`src/rtl/sort4_feeder_pkg.sv`:
```
// Shared configuration for the 4-word sort feeder: data width, pad word,
// FSM state encodings and the sorter latency the feeder is built around.
`ifndef OUTPUT_BUF_DATASIZE
`define OUTPUT_BUF_DATASIZE 16
`endif

package sort4_feeder_pkg;

  localparam int DW_DEFAULT = `OUTPUT_BUF_DATASIZE;

  // Unused slots are padded with all-ones so they sort above every real word.
  localparam logic [DW_DEFAULT-1:0] PAD_DEFAULT = {DW_DEFAULT{1'b1}};

  localparam logic [1:0] ST_FILL    = 2'd0;
  localparam logic [1:0] ST_SORT    = 2'd1;
  localparam logic [1:0] ST_CAPTURE = 2'd2;
  localparam logic [1:0] ST_OUT     = 2'd3;

  localparam int SORT_LAT = 7;

endpackage

```
`src/rtl/sort4_feeder.sv`:
```
// Collects up to four words, hands them to an external 4-input sorter, then
// streams the real (non-padded) results out in ascending order.
module sort4_feeder
  import sort4_feeder_pkg::*;
#(
  parameter int DW   = DW_DEFAULT,
  parameter int WDOG = 15
) (
  input  logic          clk,
  input  logic          rst_n,
  input  logic          s_valid,
  output logic          s_ready,
  input  logic [DW-1:0] s_data,
  input  logic          s_last,
  output logic          sort_en,
  output logic [DW-1:0] sort_in1,
  output logic [DW-1:0] sort_in2,
  output logic [DW-1:0] sort_in3,
  output logic [DW-1:0] sort_in4,
  input  logic          sort_finish,
  input  logic [DW-1:0] sort_small1,
  input  logic [DW-1:0] sort_small2,
  input  logic [DW-1:0] sort_large1,
  input  logic [DW-1:0] sort_large2,
  output logic          m_valid,
  input  logic          m_ready,
  output logic [DW-1:0] m_data,
  output logic          m_last,
  output logic [DW-1:0] m_max,
  output logic          busy,
  output logic          err_wdog
);

  localparam int WW = $clog2(WDOG + 1);
  localparam logic [DW-1:0] PAD = {DW{1'b1}};

  logic [1:0]    state;
  logic [2:0]    cnt;
  logic [2:0]    nvalid;
  logic [1:0]    idx;
  logic [WW-1:0] wdog_cnt;
  logic [DW-1:0] slot [4];
  logic [DW-1:0] res  [4];
  logic          s_fire;
  logic          m_fire;

  // Largest real word is the last ascending result that is not padding.
  function automatic logic [DW-1:0] pick_max(input logic [2:0] n,
                                             input logic [DW-1:0] a,
                                             input logic [DW-1:0] b,
                                             input logic [DW-1:0] c,
                                             input logic [DW-1:0] d);
    case (n)
      3'd1:    pick_max = a;
      3'd2:    pick_max = b;
      3'd3:    pick_max = c;
      default: pick_max = d;
    endcase
  endfunction

  assign s_ready  = (state == ST_FILL);
  assign busy     = (state != ST_FILL);
  assign m_valid  = (state == ST_OUT);
  assign s_fire   = s_valid & s_ready;
  assign m_fire   = m_valid & m_ready;
  assign sort_in1 = slot[0];
  assign sort_in2 = slot[1];
  assign sort_in3 = slot[2];
  assign sort_in4 = slot[3];
  assign m_data   = res[idx];
  assign m_last   = (state == ST_OUT) && ({1'b0, idx} == (nvalid - 3'd1));

  always_ff @(posedge clk or negedge rst_n) begin
    if (!rst_n) begin
      state    <= ST_FILL;
      cnt      <= '0;
      nvalid   <= '0;
      idx      <= '0;
      wdog_cnt <= '0;
      sort_en  <= 1'b0;
      m_max    <= '0;
      err_wdog <= 1'b0;
      for (int i = 0; i < 4; i++) begin
        slot[i] <= '0;
        res[i]  <= '0;
      end
    end else begin
      case (state)
        ST_FILL: begin
          if (s_fire) begin
            slot[cnt[1:0]] <= s_data;
            cnt            <= cnt + 3'd1;
            if (cnt == 3'd3 || s_last) begin
              for (int i = 0; i < 4; i++) begin
                if (i > int'(cnt)) slot[i] <= PAD;
              end
              nvalid   <= cnt + 3'd1;
              wdog_cnt <= '0;
              sort_en  <= 1'b1;
              state    <= ST_SORT;
            end
          end
        end
        // A finish on the watchdog's final cycle still counts as success.
        ST_SORT: begin
          if (sort_finish) begin
            sort_en <= 1'b0;
            state   <= ST_CAPTURE;
          end else if (wdog_cnt == WW'(WDOG - 1)) begin
            err_wdog <= 1'b1;
            sort_en  <= 1'b0;
            cnt      <= '0;
            state    <= ST_FILL;
          end else begin
            wdog_cnt <= wdog_cnt + WW'(1);
          end
        end
        ST_CAPTURE: begin
          res[0] <= sort_small1;
          res[1] <= sort_small2;
          res[2] <= sort_large1;
          res[3] <= sort_large2;
          m_max  <= pick_max(nvalid, sort_small1, sort_small2, sort_large1, sort_large2);
          idx    <= '0;
          state  <= ST_OUT;
        end
        ST_OUT: begin
          if (m_fire) begin
            if (m_last) begin
              cnt   <= '0;
              idx   <= '0;
              state <= ST_FILL;
            end else begin
              idx <= idx + 2'd1;
            end
          end
        end
        default: state <= ST_FILL;
      endcase
    end
  end

endmodule

```
`config.mk`:
```
export PLATFORM = sky130hd
export DESIGN_NAME = sort4_feeder
export DESIGN_NICKNAME = d
export VERILOG_FILES = /design/src/rtl/sort4_feeder_pkg.sv /design/src/rtl/sort4_feeder.sv
export SDC_FILE = /design/constraint.sdc
export NUM_CORES = 1
export LEC_CHECK = 0
export ABC_AREA = 1
export BUFFER_PORTS_ARGS = -buffer_cell sky130_fd_sc_hd__buf_2
export CAP_MARGIN = 20
export CORE_UTILIZATION = 50
export DETAILED_ROUTE_END_ITERATION = 12
export GPL_ROUTABILITY_DRIVEN = 1
export PLACE_DENSITY = 0.76
export SLEW_MARGIN = 20
export SYNTH_ARGS = -nofsm -noshare
export SYNTH_HDL_FRONTEND = slang
export SYNTH_SLANG_ARGS = --single-unit
```
`constraint.sdc`:
```
create_clock -name clk -period 1.73 [get_ports clk]
set_input_delay 0.346 -clock clk [delete_from_list [all_inputs] [get_ports clk]]
set_output_delay 0.346 -clock clk [all_outputs]
set_load 0.02 [all_outputs]
```
Yosys cells after proc, flatten, opt, wreduce, memory -nomap -nowiden. Index checks and enable logic that the tools add are counted.

Register bits: 160. Input bits: 86. Logic and storage cells: 101.

Add/sub/neg operators: 4. $lt $le $gt $ge: 6. Equality and inequality tests: 17. Multiplexer cells: 37. Bitwise operators: 5. Reduce and logical (&&, ||, !) cells: 16.

Operator list (count): 16-bit two-way mux (6); 64-bit bitwise mux (1); 48-bit two-way mux (1); 16-bit one-hot mux with 3 select lines (1); 16-bit binary-select mux with 2-bit select (1); 16-bit demux with 2-bit select (1); 2-bit two-way mux (8); 4-bit two-way mux (4); 3-bit two-way mux (5); 5-bit AND reduction (2); 3-bit by 2-bit equality test with 1-bit output, second input constant (3); 3-bit one-hot mux with 3 select lines (1); 2-bit by 1-bit inequality test with 1-bit output, second input constant (4); 2-bit one-hot mux with 4 select lines (1); 4-bit one-hot mux with 2 select lines (1); 3-bit >= comparator, second input constant (2); 2-bit by 3-bit greater-than comparator with 1-bit output, first input constant (2); 2-bit inequality test, second input constant (3); 2-bit NOT with 3-bit output (2); 3-bit AND reduction (2); 6-bit AND reduction (1); 2-bit nonzero test (3); 4-bit by 1-bit adder with 4-bit output, second input constant (1); 2-bit equality test, second input constant (2); 21 further kinds (27).

Longest topological paths before layout. Gate-level depths: netlist (run 1).

Depth after elaboration: 8. Gate-level depth with buffers: 10.

Worst setup path before layout (run 1). Ideal clock, no wire load.

Path kind: flip-flop to output port. Start point: register idx[0]. End point: output m_data[13]. Arrival: 1.348 ns. Slack: 0.036 ns. Stages on the path, launching flop included: 6. Buffers on the path: 2. Path through: dfrtp_1 buf_2 inv_1 clkbuf_1 o21ai_0 o22ai_1.

Word-level cells in the longest chain between the ends: 4.

RTL lines: start, declared (line sort4_feeder.sv:40) `logic [1:0] idx;`; start signal, assigned (line sort4_feeder.sv:134) `idx <= idx + 2'd1;`; 2-bit NOT with 3-bit output (not written as such) (line sort4_feeder.sv:70) `assign m_data = res[idx];`; 16-bit binary-select mux with 2-bit select (line sort4_feeder.sv:70); 16-bit two-way mux (not written as such) (2 in series) (line sort4_feeder.sv:70); end, declared (line sort4_feeder.sv:27) `output logic [DW-1:0] m_data,`.

No other way between the ends. The select of a mux whose other input is x is not followed.

Worst setup path in the final report (run 1).
Start point: register idx[0]. End point: output m_data[8].

The elaborated chain is that of the path after synthesis.

==> reports/summary.txt, run 1 <==
Die X - 123 um
routability cong. - 0.831
Final period util - 114%
number of H-tree levels - 4
count of cell types in the netlist - 31
Multi-input gate area - 2930 um2
hold_ws - 140 ps
fmax - 509 MHz
syn_nets - 933
Final Util - 68.3%
DP Wirelength - 13,600 um
Worst setup SP type - register
FF/Latch Area - 4010 um2
Critical Path Start - idx[0]$_DFFE_PN0P_
CTS root buf - clkbuf_16
Clock Sinks - 160
CORE AREA - 14,000 um2
CP peak stage delay - 440 ps
GRT overflow - 0
Setup WS post-layout - -234 ps
synthesized flop and latch total - 160
final hold vios - 0
max cap viols - 0
Synth Instances - 837
commonest non-fill, non-tap cell in the layout - nand2_1
Max Transition Viols Final - 0
DR iter-0 viols - 581
synth warn - 0
met3 usage - 6.32%
synthesized area - 7280 um2
CTS tree - done
slew margin rel. - 74.5%
CP max-delay cell - dfrtp_2
ANT nets after route - 0
IO Pins - 188
DRC Markers - 0
critical path endpoint - m_data[8]
slew at the pin closest to its max-slew limit - 381 ps
family with the most delay on the worst path - buffers and inverters
M2 GR Usage - 43.6%
PortBufs - 187
initial antenna violation count - 2
Avg WL per Cell - 16.2 um
FF-to-FF Start - nvalid[1]$_DFFE_PN0P_
violated checks - setup timing
buffer depth of the longest clock path - 2
met1 Resource Use GR - 36.3%
Via Count - 6,681
synthesized area per cell - 8.70 um2
LEAKAGE - 4.93 nW
maximum vdd drop - 1260 uV
largest net degree at the start of global routing - 90
non-filler cells, final - 1,247
CP max FO - 6
# rows - 43
reg2reg setup slack - 20 ps
setup TNS - -2810 ps
status - finished with violations
area of the die - 15,100 um2
Nets - 1,148
Cell Pwr Density - 1980 nW/um2
die height - 123 um
Critical Path RT - 1380 ps
sequential-to-total area share from yosys stat - 55.0%
most frequent cells in the layout - nand2_1 (252), buf_2 (168), dfrtp_1 (158)
Cell Chain, Critical Path - clkinv_4 > buf_12 > buf_12 > nor2_1 > o22ai_2 > buf_6
Clock Latency Late Sink - 430 ps
vias in the first global route - 6,207
Arrival @ worst endpoint - 1620 ps
Num CTS Buffers - 17
Hold WC Path Type - input pin to register
Tmin final - 1960 ps
dpl cells - 1,197
Area growth syn-to-layout - 31.6%
WP buf/inv - 4
critical path's most frequent cell - buf_12
r2r endpoint - m_max[5]$_DFFE_PN0P_
Setup CP Type - register to primary output
Worst Skew - 8.47 ps
Power, Total - 19.0 mW
Initial Utilization - 51.9%
CTS clk-pin slew, worst paths - 60 ps
Filler cells - 1,090
final wirelength - 20,200 um
first-pass GRT wire length - 31,200 um
router iterations before antenna repair - 5
busiest grt layer - met2
Final Setup Violations - 17
total track usage - 27.5%
Worst path depth - 6
via/cell ratio - 5.36
R2R depth - 9
share of cells above drive strength 1 - 30.8%
unrepaired setup endpoints after global routing - yes
CP Capture Type - primary output
[layer usage]
metal,vias up,wire length [um],share of wire (%)
met5,-,0,0
met4,0,318,1.6
met3,29,1350,6.7
met2,249,9950,49
met1,3216,8570,42
li1,3187,-,-
[state kept, by name, summed over array words and instances, names as in the netlist, named ones only]
signal,flops
wdog_cnt,4
cnt,3
state,1
idx,2
err_wdog,1
sort_in3,16
res,64
sort_in4,16
m_max,16
nvalid,3
sort_in1,16
sort_in2,16
sort_en,1
[cells by family (layout without fill, tap and decap cells)]
kind of cell | Yosys count | count (layout) | share of synthesized area [%]
and+or+nand+nor | 354 | 354 | 19.9
AOI/OAI and AO/OA | 185 | 185 | 15.2
other | 0 | 2 | 0
buffers and inverters | 118 | 346 | 6.72
adders and majority gates | 10 | 10 | 1.72
xor gates and xnor gates | 3 | 3 | 0.361
muxes | 7 | 7 | 1.19
DFF | 160 | 160 | 55.0
[cell usage after synthesis]
library cell  number  area, um2
nand2_1          256        961
dfrtp_1          160       4000
o21ai_0          106        531
inv_1             72        270
nor2_1            47        176
o211ai_1          42        315
nand3_1           31        155
o22ai_1           21        131
clkbuf_1          20       75.1
buf_2             17       85.1
ha_1              10        125
o22a_1            10       87.6
nand4_1            7       43.8
mux2_2             5       56.3
nand2_2            5       31.3
buf_6              3       33.8
inv_2              3       11.3
nor2_4             3       33.8
a21oi_1            2       10.0
a31oi_1            2       12.5
mux2_4             2       30.0
nand2_4            2       22.5
or2_2              2       12.5
xnor2_1            2       17.5
buf_1              1       3.75
clkinv_1           1       3.75
inv_4              1       6.26
nand4_2            1       12.5
o21bai_1           1       7.51
o221ai_1           1       8.76
xor2_1             1       8.76
[what timing repair did]
action | CTS | global route
hold buffers | 1 | 0
pin swaps | 6 | 15
setup endpoints to repair | 17 | 63
setup buffers | 6 | 8
gates cloned | 1 | 1
resized for setup | 31 | 70
hold endpoints to repair | 24 | 0
[per-stage QoR]
stage | instance area, um2 | worst slack (ps)
floorplan | 7280 | 36.4
global placement | 8600 | 127
detailed placement | 8600 | 99.7
CTS | 9330 | -234
global route | 9590 | -302
finish | 9590 | -234
[final cells by class]
| class | count | area share [%] |
|---|---|---|
| repair buffers | 237 | 16.2 |
| clock buffers | 18 | 4.58 |
| well taps | 180 | 2.35 |
| clock inverters | 14 | 1.29 |
| multi-input cells | 559 | 30.6 |
| inverters | 77 | 3.12 |
| diodes | 2 | 0.0522 |
| flip-flops and latches | 160 | 41.8 |
[how the worst min path moves through the flow]
stage | startpoint | to | slack, ps | cells past startpoint
2_1_floorplan | rst_n | async pin | 50 | 0
3_3_place_gp | rst_n | m_max[4]$_DFFE_PN0P_ | 240 | 1
3_5_place_dp | rst_n | m_max[4]$_DFFE_PN0P_ | 240 | 1
4_1_cts | sort_small2[2] | res[34]$_DFFE_PN0P_ | 130 | 3
5_1_grt | sort_large1[8] | res[24]$_DFFE_PN0P_ | 140 | 3
6_report | sort_small2[2] | res[34]$_DFFE_PN0P_ | 140 | 3
[where the power goes]
group	internal (mW)	switching [mW]	leakage, nW	total (mW)
Clock	1.92	1.65	0.273	3.57
Combinational	3.63	5.43	2.80	9.07
Sequential	5.39	0.994	1.86	6.38
[worst reg2reg max path: cells and delay by family (launching register included)]
family | cells | cell delay [ps]
AOI/OAI and AO/OA | 2 | 340
adders and majority gates | 1 | 190
buffers and inverters | 4 | 500
DFF | 1 | 390
and+or+nand+nor | 2 | 240
Power figures use the tool's default switching activity.
==> inputs of run 2 (changes only) <==
--- a/config.mk
+++ b/config.mk
@@ -8,10 +8,10 @@
 export ABC_AREA = 1
 export BUFFER_PORTS_ARGS = -buffer_cell sky130_fd_sc_hd__buf_2
 export CAP_MARGIN = 20
-export CORE_UTILIZATION = 50
+export CORE_UTILIZATION = 53
 export DETAILED_ROUTE_END_ITERATION = 12
 export GPL_ROUTABILITY_DRIVEN = 1
-export PLACE_DENSITY = 0.76
+export PLACE_DENSITY = 0.8
 export SLEW_MARGIN = 20
 export SYNTH_ARGS = -nofsm -noshare
 export SYNTH_HDL_FRONTEND = slang
==> run 2 against run 1 <==
Against the previous run:
- sequential power hardly changed
- hold slack worse by 2.7 ps
- worst setup slack worse by 53 ps
- critical path type unchanged
- clock skew is 3.2 ps higher
- non-clock buffer count is 2 higher
- clock power is 5% higher
- fmax is 2.6% lower
- the flow still finishes with violations (setup timing)
==> reports/summary.txt, run 2 (synthesis results as in run 1) <==
status - finished with violations
violated checks - setup timing
CORE AREA - 13,300 um2 (-4.9%)
non-filler cells, final - 1,244 (-0.24%)
# rows - 42 (-2.3%)
cell internal pwr - 11.2 mW (+2.2%)
Clock Latency Late Sink - 430 ps (about the same)
final hold vios - 0 (unchanged)
dpl cells - 1,194 (-0.25%)
slew margin rel. - 76.8% (+2.3 points)
Die X - 119 um (-2.8%)
CP Capture Type - primary output
die height - 119 um (-2.8%)
PortBufs - 187 (unchanged)
reg2reg setup slack - -240 ps (-260 ps)
ANT nets after route - 0 (unchanged)
DP Wirelength - 13,100 um (-3.5%)
Worst setup SP type - register
Critical Path Start - idx[1]$_DFFE_PN0P_
Critical Path RT - 1380 ps (about the same)
Max Transition Viols Final - 0 (unchanged)
Tmin final - 2020 ps (+52.7 ps)
Cell Pwr Density - 2010 nW/um2 (+1.4%)
Setup WS post-layout - -287 ps (-52.7 ps)
R2R depth - 15 (+6)
final wirelength - 20,000 um (-0.73%)
Filler cells - 1,002 (-8.1%)
CP max-delay cell - dfrtp_1
unrepaired setup endpoints after global routing - yes
via/cell ratio - 5.49 (+2.5%)
Nets - 1,150 (+0.17%)
Setup CP Type - register to primary output
vias in the first global route - 6,462 (+4.1%)
Final period util - 117% (+3.0 points)
critical path endpoint - m_data[13]
Multi-input gate area - 2920 um2 (-0.26%)
Num CTS Buffers - 17 (unchanged)
IO Pins - 188 (unchanged)
fmax - 496 MHz (-2.6%)
r2r endpoint - cnt[0]$_DFFE_PN0P_
sequential share of power - 33.1% (-0.5 points)
most frequent cells in the layout - nand2_1 (248), buf_2 (169), dfrtp_1 (157)
Avg WL per Cell - 16.1 um (-0.49%)
max FFs per register - 64 (unchanged)
CP max FO - 11 (+5)
DR iter-0 viols - 542 (-6.7%)
Cell Chain, Critical Path - inv_1 > buf_6 > o21ai_0 > o22ai_1 > buf_4
share of cells above drive strength 1 - 31.2% (+0.41 points)
max cap viols - 0 (unchanged)
CTS clk-pin slew, worst paths - 60 ps (about the same)
Worst Skew - 11.7 ps (+3.21 ps)
number of H-tree levels - 4 (unchanged)
largest reg by FF count - res
buffer depth of the longest clock path - 2 (unchanged)
Initial Utilization - 54.6% (+2.7 points)
Switching Share - 41.9% (-0.51 points)
FF-to-FF Start - nvalid[1]$_DFFE_PN0P_
routability cong. - 0.857 (+3.1%)
Hold WC Path Type - input pin to register
total track usage - 28.5% (+1.1 points)
commonest non-fill, non-tap cell in the layout - nand2_1
first-pass GRT wire length - 31,500 um (+1.0%)
CTS tree - done
initial antenna violation count - 1 (-1)
CP peak stage delay - 400 ps (-40 ps)
Arrival @ worst endpoint - 1670 ps (+50 ps)
combinational power share - 47.5% (-0.2 points)
GRT overflow - 0 (unchanged)
Area growth syn-to-layout - 31.4%
DRC Markers - 0 (unchanged)
slew at the pin closest to its max-slew limit - 348 ps (-32.6 ps)
router iterations before antenna repair - 5 (unchanged)
largest net degree at the start of global routing - 79 (-12%)
hold_ws - 137 ps (-2.74 ps)
Final Setup Violations - 22 (+5)
Clock Sinks - 160 (unchanged)
FF/Latch Area - 4010 um2 (about the same)
clock network power share - 19.4% (+0.6 points)
Sw Pwr - 8.08 mW (about the same)
LEAKAGE - 4.94 nW (+0.14%)
area of the die - 14,200 um2 (-5.6%)
maximum vdd drop - 988 uV (-21%)
Final Util - 71.7% (+3.5 points)
Via Count - 6,830 (+2.2%)
CTS root buf - clkbuf_16
[run 2: changes by cell type in the layout (fill, tap and decap cells not counted), moves of 3 or more]
| cell | previous run | this run |
|---|---|---|
| o22ai_1 | 15 | 19 |
| o21ai_1 | 15 | 18 |
| nand2_1 | 252 | 248 |
| o21ai_0 | 85 | 80 |
| nand2_2 | 7 | 10 |
| buf_6 | 14 | 11 |
| inv_8 | 3 | 0 |
| buf_12 | 10 | 6 |
| o22ai_2 | 6 | 2 |
| buf_4 | 43 | 49 |
| nor2_2 | 3 | 7 |
[run 2: critical path, delay by kind of cell, from the launching register on]
kind | cells | cell delay, ps
buffers and inverters | 3 | 510
AO/OA/AOI/OAI | 2 | 340
flip-flops | 1 | 400
[run 2: power groups by stage]
stage               registers, mW  logic [mW]  clock network (mW)
finish                       6.38        9.15                3.74
global route                 6.55        9.95                3.94
CTS                          6.29        8.63                3.78
detailed placement           6.32        7.99                   0
global placement             6.28        7.82                   0
floorplan                    7.12        4.34                   0
[run 2: final cells by class]
class	count	area share (%)
Antenna cell	1	0.0261
Clock buffer	18	4.59
Clock inverter	14	1.63
Inverter	77	3.15
Multi-Input combinational cell	559	30.5
Sequential cell	160	41.9
Tap cell	176	2.30
Timing Repair Buffer	239	15.9
[run 2: repair_timing]
item / 4_1_cts / 5_1_grt
hold endpoints to repair: 24 / 0
pin swaps: 7 / 12
resized for setup: 38 / 68
endpoints found under the setup margin: 20 / 57
buffers inserted: 9 / 4
gates cloned: 1 / 2
hold buffers: 1 / 0
[run 2: worst min path at each step]
stage                     cells after the start                    to      startpoint
after floorplan                               0             async pin           rst_n
after global placement                        1  m_max[4]$_DFFE_PN0P_           rst_n
after detailed placement                      1  m_max[4]$_DFFE_PN0P_           rst_n
after CTS                                     3   res[20]$_DFFE_PN0P_  sort_large1[4]
after global routing                          3   res[34]$_DFFE_PN0P_  sort_small2[2]
final                                         3   res[35]$_DFFE_PN0P_  sort_small2[3]
[run 2: per-layer routing]
layer,vias to the layer above,GRT usage [%],wire length (um)
li1,3195,-,-
met1,3286,37.5,8550
met2,300,46.0,9660
met3,49,4.74,1160
met4,0,14.0,671
met5,-,0,0
[run 2: metrics by stage]
step / setup slack [ps] / cell area [um2] / power (mW) / TNS (ps)
floorplan: 36.4 / 7280 / 11.5 / 0
global placement: 52.7 / 8590 / 14.1 / 0
detailed placement: 7.30 / 8590 / 14.3 / 0
CTS: -251 / 9360 / 18.7 / -3490
global route: -327 / 9570 / 20.4 / -5620
finish: -287 / 9570 / 19.3 / -4250
